==> src/rtl/chess_pkg.sv <==
// +--------------------------------------------------------------------------+
// | chess_pkg : shared encodings and square helper for move entry control    |
// | Rev 1.0                                                                  |
// +--------------------------------------------------------------------------+
`default_nettype none

package chess_pkg;

  localparam int SQ_W      = 6;
  localparam int COORD_MAX = 7;

  typedef enum logic [1:0] {
    ST_FROM = 2'b00,
    ST_TO   = 2'b01,
    ST_REQ  = 2'b10
  } state_e;

  function automatic logic [SQ_W-1:0] make_sq(input logic [2:0] rank, input logic [2:0] file);
    return {rank, file};
  endfunction

endpackage

`default_nettype wire

==> src/rtl/sec_tick_gen.sv <==
// +--------------------------------------------------------------------------+
// | sec_tick_gen : free-running prescaler, one-cycle tick every CLK_HZ clocks |
// | Rev 1.0                                                                  |
// +--------------------------------------------------------------------------+
`default_nettype none

module sec_tick_gen #(
  parameter int CLK_HZ = 50_000_000
) (
  input  logic clk,
  input  logic reset,
  input  logic en,
  output logic tick
);

  localparam int CW = (CLK_HZ > 1) ? $clog2(CLK_HZ) : 1;
  localparam logic [CW-1:0] C_LAST = CW'(CLK_HZ - 1);

  logic [CW-1:0] cnt_q;

  assign tick = en && (cnt_q == C_LAST);

  always_ff @(posedge clk) begin
    if (reset) begin
      cnt_q <= '0;
    end else if (en) begin
      cnt_q <= (cnt_q == C_LAST) ? '0 : cnt_q + 1'b1;
    end
  end

endmodule

`default_nettype wire

==> src/rtl/move_entry_ctrl.sv <==
// +--------------------------------------------------------------------------+
// | move_entry_ctrl : FROM/TO digit entry, move req/ack handshake, turn owner |
// | Optional per-turn countdown built when TURN_TIMER_EN is defined.         |
// | Rev 1.0                                                                  |
// +--------------------------------------------------------------------------+
`default_nettype none

module move_entry_ctrl
  import chess_pkg::*;
#(
  parameter int CLK_HZ       = 50_000_000,
  parameter int TURN_SECONDS = 60
) (
  input  logic            clk,
  input  logic            reset,
  input  logic [3:0]      digit1,
  input  logic [3:0]      digit2,
  input  logic            verify,
  input  logic            cancel,
  input  logic            move_ack,
  input  logic            move_nack,
  output logic            move_req,
  output logic [SQ_W-1:0] from_sq,
  output logic [SQ_W-1:0] to_sq,
  output logic            player,
  output logic [1:0]      state_code,
  output logic            err,
  output logic            turn_timeout,
  output logic [7:0]      time_left
);

  state_e          state_q;
  logic            move_req_q;
  logic            player_q;
  logic            err_q;
  logic [SQ_W-1:0] from_q;
  logic [SQ_W-1:0] to_q;

  logic            w_legal;
  logic [SQ_W-1:0] w_sq;
  logic            w_expire;

  assign w_legal = (digit1 <= 4'(COORD_MAX)) && (digit2 <= 4'(COORD_MAX));
  assign w_sq    = make_sq(digit2[2:0], digit1[2:0]);

`ifdef TURN_TIMER_EN
  localparam logic [7:0] C_TURN = 8'(TURN_SECONDS);

  logic       w_tick;
  logic       w_run;
  logic       w_pres_clr;
  logic [7:0] time_q;
  logic       timeout_q;

  assign w_run      = (state_q != ST_REQ);
  assign w_expire   = w_tick && w_run && (time_q == 8'd1);
  assign w_pres_clr = reset || w_expire || ((state_q == ST_REQ) && move_ack);

  sec_tick_gen #(
    .CLK_HZ(CLK_HZ)
  ) u_tick (
    .clk  (clk),
    .reset(w_pres_clr),
    .en   (w_run),
    .tick (w_tick)
  );

  // Expiry shows 0 for the timeout cycle, then reloads for the new player.
  always_ff @(posedge clk) begin
    timeout_q <= 1'b0;
    if (reset) begin
      time_q <= C_TURN;
    end else if ((state_q == ST_REQ) && move_ack) begin
      time_q <= C_TURN;
    end else if (timeout_q) begin
      time_q <= C_TURN;
    end else if (w_expire) begin
      time_q    <= 8'd0;
      timeout_q <= 1'b1;
    end else if (w_tick && w_run && (time_q != 8'd0)) begin
      time_q <= time_q - 8'd1;
    end
  end

  assign turn_timeout = timeout_q;
  assign time_left    = time_q;
`else
  logic w_unused_cfg;
  assign w_unused_cfg = ^{32'(CLK_HZ), 32'(TURN_SECONDS)};
  assign w_expire     = 1'b0;
  assign turn_timeout = 1'b0;
  assign time_left    = 8'd0;
`endif

  always_ff @(posedge clk) begin
    if (reset) begin
      state_q    <= ST_FROM;
      move_req_q <= 1'b0;
      player_q   <= 1'b0;
      err_q      <= 1'b0;
      from_q     <= '0;
      to_q       <= '0;
    end else begin
      err_q <= 1'b0;
      if (w_expire) begin
        player_q <= ~player_q;
        state_q  <= ST_FROM;
      end else begin
        case (state_q)
          ST_FROM: begin
            if (verify) begin
              if (w_legal) begin
                from_q  <= w_sq;
                state_q <= ST_TO;
              end else begin
                err_q <= 1'b1;
              end
            end
          end
          ST_TO: begin
            if (cancel) begin
              state_q <= ST_FROM;
            end else if (verify) begin
              if (w_legal && (w_sq != from_q)) begin
                to_q       <= w_sq;
                move_req_q <= 1'b1;
                state_q    <= ST_REQ;
              end else begin
                err_q <= 1'b1;
              end
            end
          end
          ST_REQ: begin
            if (move_ack) begin
              move_req_q <= 1'b0;
              player_q   <= ~player_q;
              state_q    <= ST_FROM;
            end else if (move_nack) begin
              move_req_q <= 1'b0;
              err_q      <= 1'b1;
              state_q    <= ST_FROM;
            end
          end
          default: state_q <= ST_FROM;
        endcase
      end
    end
  end

  assign move_req   = move_req_q;
  assign from_sq    = from_q;
  assign to_sq      = to_q;
  assign player     = player_q;
  assign state_code = state_q;
  assign err        = err_q;

endmodule

`default_nettype wire
==> config.mk <==
export PLATFORM = sky130hd
export DESIGN_NAME = move_entry_ctrl
export DESIGN_NICKNAME = d
export VERILOG_FILES = /design/src/rtl/chess_pkg.sv /design/src/rtl/sec_tick_gen.sv /design/src/rtl/move_entry_ctrl.sv
export SDC_FILE = /design/constraint.sdc
export NUM_CORES = 1
export LEC_CHECK = 0
export CORE_ASPECT_RATIO = 0.75
export CORE_MARGIN = 8
export CORE_UTILIZATION = 25
export CTS_BUF_LIST = sky130_fd_sc_hd__clkbuf_8
export DETAILED_ROUTE_END_ITERATION = 6
export SLEW_MARGIN = 20
export SYNTH_ARGS = -nofsm -noshare
export SYNTH_HDL_FRONTEND = slang
export SYNTH_SLANG_ARGS = --single-unit
==> constraint.sdc <==
create_clock -name clk -period 2.1 [get_ports clk]
set_input_delay 0.42 -clock clk [delete_from_list [all_inputs] [get_ports clk]]
set_output_delay 0.42 -clock clk [all_outputs]
set_load 0.05 [all_outputs]
After elaboration in Yosys (flattened, before gate mapping)
Index checks and enable logic that the tools add are counted.
{ "totals": {"reg_bits": 17, "in_bits": 14, "out_inout_bits": 26, "elab_cells": 52} }
{ "classes": {"n_lt_le_gt_ge": 2, "n_eq_ne": 11, "mux": 22, "n_bitwise": 2, "n_reduce_logical": 9} }
{ "ops": {"columns": ["op", "count"], "rows": [
  ["2-to-1 mux 2 bit", 7],
  ["2-to-1 mux 1 bit", 12],
  ["inequality test 2 bit, second input constant", 5],
  ["AND reduction 5 bit", 2],
  ["inequality test 3 bit, second input constant", 3],
  ["<= comparator 4 x 3 -> 1 bit, second input constant", 2],
  ["inequality test 6 bit", 1],
  ["case mux 2 bit (3 select lines)", 1],
  ["AND reduction 4 bit", 1],
  ["case mux 1 bit (3 select lines)", 1],
  ["AND reduction 3 bit", 1],
  ["== test 2 x 1 -> 1 bit, second input constant", 1],
  ["== test 2 bit, second input constant", 1],
  ["logical AND 1 bit", 2],
  ["zero test 2 bit", 1],
  ["NOT 1 bit", 2],
  ["case mux 1 bit (2 select lines)", 1],
  ["AND reduction 2 bit", 1],
  ["nonzero test 2 bit", 1]
]} }

Depth between registers and ports, before layout
Gate-level depths: netlist (run 1).
{ "logic_depth": {"ltp_word": 7, "mapped_depth": 4, "ltp_nobuf": 4} }

Worst setup path after synthesis (run 1)
OpenSTA, ideal clock, no wires.
{ "synth_path": {"path_type": "register to register", "start": "reg from_q[5], in the netlist from_sq[5]", "end": "reg move_req_q, in the netlist move_req", "setup_time_ps": 115, "t_arrival_ps": 1585, "slack_ps": 400, "stages_incl_launch_ff": 5, "cell_sequence": "dfxtp_1 -> xor2_1 -> nor4_4 -> a211oi_4 -> a31o_1"} }
{ "synth_between": {"elab_chain_cells": 4} }
{ "synth_lines": {"columns": ["element", "line_no", "rtl"], "rows": [
  ["from (decl)", "move_entry_ctrl.sv:36", "logic [SQ_W-1:0] from_q;"],
  ["from (signal assigned)", "move_entry_ctrl.sv:113", "from_q <= w_sq;"],
  ["inequality test 6 bit", "move_entry_ctrl.sv:124", "if (w_legal && (w_sq != from_q)) begin"],
  ["logical AND 1 bit", "move_entry_ctrl.sv:124", null],
  ["inequality test 2 bit (no line)", null, null],
  ["AND reduction 5 bit (no line)", null, null],
  ["to (signal assigned)", "move_entry_ctrl.sv:126", "move_req_q <= 1'b1;"],
  ["to (signal assigned)", "move_entry_ctrl.sv:135", "move_req_q <= 1'b0;"],
  ["to (signal assigned)", "move_entry_ctrl.sv:139", "move_req_q <= 1'b0;"],
  ["to (decl)", "move_entry_ctrl.sv:33", "logic move_req_q;"]
]} }
No other way between the ends.
A chain may end at the register's enable or synchronous reset.

Worst setup path after layout (run 1)
{ "layout_path": {"start": "reg state_q[0], in the netlist state_code[0]", "end": "out state_code[0]"} }
{ "layout_rtl": {"columns": ["element", "line_no", "rtl"], "rows": [
  ["from (decl)", "move_entry_ctrl.sv:32", "state_e state_q;"],
  ["from (signal assigned)", "move_entry_ctrl.sv:97", "state_q <= ST_FROM;"],
  ["from (signal assigned)", "move_entry_ctrl.sv:107", "state_q <= ST_FROM;"],
  ["from (signal assigned)", "move_entry_ctrl.sv:114", "state_q <= ST_TO;"],
  ["to (decl)", "move_entry_ctrl.sv:26", "output logic [1:0] state_code,"]
]} }
No word-level cell between the ends.

==> results_tabular.tex, run 1 <==
\begin{tabular}{lr}
\hline
Metric & Value \\
\hline
\multicolumn{2}{l}{\textbf{Logic synthesis}} \\
\quad Cells after synthesis & 89 \\
\quad Async SR Flop Fraction & 0 \\
\quad Synth top area share & 0.409 \\
\quad Syn. warnings & 0 \\
\quad Post-synth EDFFs & 0 \\
\quad Post-synthesis register bit count & 17 \\
\quad Most used flip-flop cell after synthesis & dfxtp\_1 \\
\quad Most area-consuming cells after synthesis & dfxtp\_1 41\%, buf\_4 8.1\%, xor2\_1 7.4\% \\
\quad Area leader, netlist & dfxtp\_1 \\
\quad Top cells by instance count after synthesis & 17 x dfxtp\_1, 12 x nand2\_1, 12 x nor2\_1 \\
\quad Post-Syn Area & about 830 µm² \\
\quad Sequential share of the synthesized area & 0.409 \\
\quad Library cell with the highest instance count after synthesis & dfxtp\_1 \\
\quad Syn avg cell area & 9.35 µm² \\
\quad Count of unique library cells instantiated by Yosys & 23 \\
\multicolumn{2}{l}{\textbf{Drt}} \\
\quad Initial drt markers & 7 \\
\quad Avg WL per Cell & around 13 µm \\
\quad Top layer used by detailed routing & met4 \\
\quad First drt pass iteration count & 4 \\
\quad Number of vias in the routed layout & 711 \\
\quad Antenna violation net count after detailed routing & 0 \\
\quad Routed wire length on met3 & between 200 and 250 µm \\
\quad Remaining routing DRC violations & 0 \\
\quad Met1 wire length & a little under 900 µm \\
\quad Avg Vias per Cell & between 4 and 5 \\
\quad Routed met2 length & just under 1000 µm \\
\quad Total wire length after detailed routing & 2090 µm \\
\multicolumn{2}{l}{\textbf{Worst setup path}} \\
\quad Number of cell instances on the worst register-to-register path & 4 \\
\quad Ordered list of cells on the worst path & clkdlybuf4s50\_1 \\
\quad Origin of the critical flop-to-flop path & state\_code[0]\$\_SDFFE\_PP0P\_ \\
\quad Endpoint of the lowest-slack register-to-register path & to\_sq[0]\$\_SDFFE\_PP0P\_ \\
\quad Worst-path fanout max & 9 \\
\quad Slowest CP cell & clkdlybuf4s50\_1 \\
\quad Worst path bufs/invs & 1 \\
\quad Delay of the slowest critical-path stage & 0.86 ns \\
\quad Worst Setup EP & state\_code[0] \\
\quad Category of the worst setup path launch point & flop \\
\quad Start point of the critical path & state\_code[0]\$\_SDFFE\_PP0P\_ \\
\quad Kind of end point of the critical path & output pin \\
\quad Crit path required time & $\sim$1.7 ns \\
\quad Cell family with most CP delay & buffers and inverters \\
\quad Flop-to-flop setup slack & roughly 0.66 ns \\
\quad Crit path depth & 1 \\
\quad Arr. time, crit path & around 1.6 ns \\
\quad Critical Setup Path Class & reg2out \\
\multicolumn{2}{l}{\textbf{Clock network}} \\
\quad Clock insertion delay at the later pin of the skew report & between 0.2 and 0.3 ns \\
\quad Clock tree root driver cell & clkbuf\_8 \\
\quad Clock tree from TritonCTS & yes \\
\quad Maximum number of buffers from clock root to sink & 2 \\
\quad Count of H-tree levels built during CTS & 1 \\
\quad TritonCTS Buffers & 3 \\
\quad Resized Gates After CTS & 0 \\
\quad Number of sinks driven by the clock tree & 17 \\
\quad Post-CTS setup buffers & 0 \\
\quad Register clock-pin slew on the reported worst setup and hold paths & around 0.070 ns \\
\quad Hold buffers post-CTS & 0 \\
\multicolumn{2}{l}{\textbf{Floorplan}} \\
\quad Die Ht & approximately 66 µm \\
\quad I/O pin count & 40 \\
\quad DIE AREA & approximately 5400 µm² \\
\quad Number of rows created at floorplan & 18 \\
\quad Total core area & around 3200 µm² \\
\quad Initial standard-cell utilization of the core & 0.257 \\
\quad Die Wd & 82.6 µm \\
\multicolumn{2}{l}{\textbf{Timing}} \\
\quad Final Hold Violating Endpoints & 0 \\
\quad Finish-stage setup viols & 0 \\
\quad Period Utilization, post-route & 0.950 \\
\quad Final-layout setup total negative slack & 0 ns \\
\quad Worst hold margin & $\sim$0.45 ns \\
\quad Worst-case clock skew & $\sim$0.0011 ns \\
\quad Highest Clock Rate & roughly 500 MHz \\
\quad Unrepaired setup endpoints after global routing & false \\
\quad Worst slew margin & 0.652 \\
\quad Final worst path period need & $\sim$2.0 ns \\
\quad Worst-margin pin slew & $\sim$0.52 ns \\
\quad Number of max-slew violations in the final report & 0 \\
\multicolumn{2}{l}{\textbf{Power and ir drop}} \\
\quad Net switching power & 0.216 mW \\
\quad Switching Share & 0.298 \\
\quad Max rail drop VDD & $\sim$0.34 mV \\
\quad Combinational group share of total power & 0.206 \\
\quad Sequential power share & 0.463 \\
\quad Clock power frac & 0.332 \\
\quad Power consumption & roughly 0.72 mW \\
\quad Internal Dissipation & just over 0.5 mW \\
\quad Pleak & just under 0.5 nW \\
\quad Ratio of total power to cell area & between 500 and 600 nW/µm² \\
\multicolumn{2}{l}{\textbf{Job}} \\
\quad Number of maximum-capacitance violations & 0 \\
\multicolumn{2}{l}{\textbf{Placement}} \\
\quad Port buffer count & 30 \\
\quad Half-perimeter wire length of the detailed placement result & between 1500 and 2000 µm \\
\quad Final Wtd Congestion & 0.717 \\
\multicolumn{2}{l}{\textbf{Global route}} \\
\quad Via count of the first global-routing pass & a little over 700 \\
\quad Wire length of the first global-routing pass & about 3300 µm \\
\quad Aggregate global routing overflow & 0 \\
\quad Initial antenna violation count & 0 \\
\quad Maximum number of pins on one net before global-route repair & 10 \\
\quad Total track usage & 0.0785 \\
\multicolumn{2}{l}{\textbf{Status}} \\
\quad Outcome & finished, final reports clean \\
\multicolumn{2}{l}{\textbf{Finish}} \\
\quad Ant diodes & 0 \\
\quad Fraction of layout cells with a size suffix above 1 & 0.0806 \\
\quad Syn-to-layout area delta & 45.3\% \\
\quad Total number of nets in the final design & 139 \\
\multicolumn{2}{l}{\textbf{Worst hold path}} \\
\quad Hold Path Class & reg2reg \\
\hline
\end{tabular}
==> metal layers <==
| layer | global-route usage | vias to the layer above |
|---|---|---|
| li1 | - | 358 |
| met1 | 0.0908 | 329 |
| met2 | 0.123 | 22 |
| met3 | 0.0394 | 2 |
| met4 | 0.0258 | 0 |
| met5 | 0 | - |
==> cell families (layout without fill, tap and decap cells) <==
family | count (synthesis) | after routing | synth area share
AOI/OAI and AO/OA | 15 | 15 | 0.153
xor gates and xnor gates | 7 | 7 | 0.0737
buffers and inverters | 12 | 39 | 0.0947
DFF | 17 | 17 | 0.409
muxes | 6 | 6 | 0.0722
other | 1 | 9 | 0.00451
and+or+nand+nor | 31 | 31 | 0.192
==> state kept, by name, summed over array words and instances (netlist names) <==
signal,cells
err,1
player,1
to_sq,6
move_req,1
state_code,2
from_sq,6
==> power by group through the flow <==
| stage | Clock [mW] | Sequential [mW] | Combinational [mW] |
|---|---|---|---|
| finish | 0.240 | 0.335 | 0.149 |
| global route | 0.265 | 0.336 | 0.157 |
| CTS | 0.244 | 0.335 | 0.150 |
| detailed placement | 0 | 0.343 | 0.149 |
| global placement | 0 | 0.343 | 0.148 |
| floorplan | 0 | 0.365 | 0.0835 |
==> worst min-delay path by stage <==
stage / startpoint / endpoint / slack, ns / cells after the start
2_1_floorplan: digit1[0] / to_sq[0]$_SDFFE_PP0P_ / 0.54 / 1
3_3_place_gp: to_sq[0]$_SDFFE_PP0P_ / to_sq[0]$_SDFFE_PP0P_ / 0.45 / 2
3_5_place_dp: to_sq[5]$_SDFFE_PP0P_ / to_sq[5]$_SDFFE_PP0P_ / 0.45 / 2
4_1_cts: to_sq[5]$_SDFFE_PP0P_ / to_sq[5]$_SDFFE_PP0P_ / 0.45 / 2
5_1_grt: to_sq[5]$_SDFFE_PP0P_ / to_sq[5]$_SDFFE_PP0P_ / 0.47 / 2
6_report: to_sq[5]$_SDFFE_PP0P_ / to_sq[5]$_SDFFE_PP0P_ / 0.45 / 2
==> through the flow <==
stage	cell area [µm²]	setup WS (ns)	cells	util
5_1_grt	1210	0.0346	164	0.373
4_1_cts	1210	0.101	164	0.373
3_3_place_gp	1160	0.114	160	0.359
6_report	1210	0.105	164	0.373
3_5_place_dp	1160	0.0861	160	0.359
2_1_floorplan	862	0.400	97	-
==> area by class of cell <==
cell class	count	area (µm²)
Fill cell	345	2030
Tap cell	40	50.0
Clock buffer	3	41.3
Timing Repair Buffer	33	323
Inverter	2	7.51
Multi-Input combinational cell	68	443
Sequential cell	17	340
Clock inverter	1	3.75
==> layout by cell type, fill, tap and decap left out <==
| cell | instances |
|---|---|
| nor3_1 | 1 |
| a2111oi_0 | 1 |
| a21oi_1 | 2 |
| clkbuf_8 | 3 |
| xor2_1 | 7 |
| a21oi_2 | 1 |
| nand3_1 | 1 |
| buf_4 | 3 |
| nor2b_1 | 1 |
| nor3b_1 | 1 |
| a211oi_4 | 1 |
| nand2_1 | 12 |
| nor4_4 | 1 |
| inv_1 | 3 |
| o2bb2ai_1 | 6 |
| a31o_1 | 2 |
| o21ai_0 | 2 |
| nor2_1 | 12 |
| dfxtp_1 | 17 |
| conb_1 | 9 |
| nor4_2 | 1 |
| and4bb_1 | 1 |
| mux2i_1 | 6 |
| clkdlybuf4s50_1 | 30 |
==> worst min-delay path, stage by stage (launching register included) <==
cell and delay (ns):
dfxtp_1 0.31, nand2_1 0.05, o2bb2ai_1 0.05
Note: power is estimated with default switching activity, not from simulation.
==> inputs of run 2 (changes only) <==
Settings changed: SLEW_MARGIN 20 to 25.
==> results of run 2 <==
The final DEF is identical to that of run 1; final timing and power are the same.
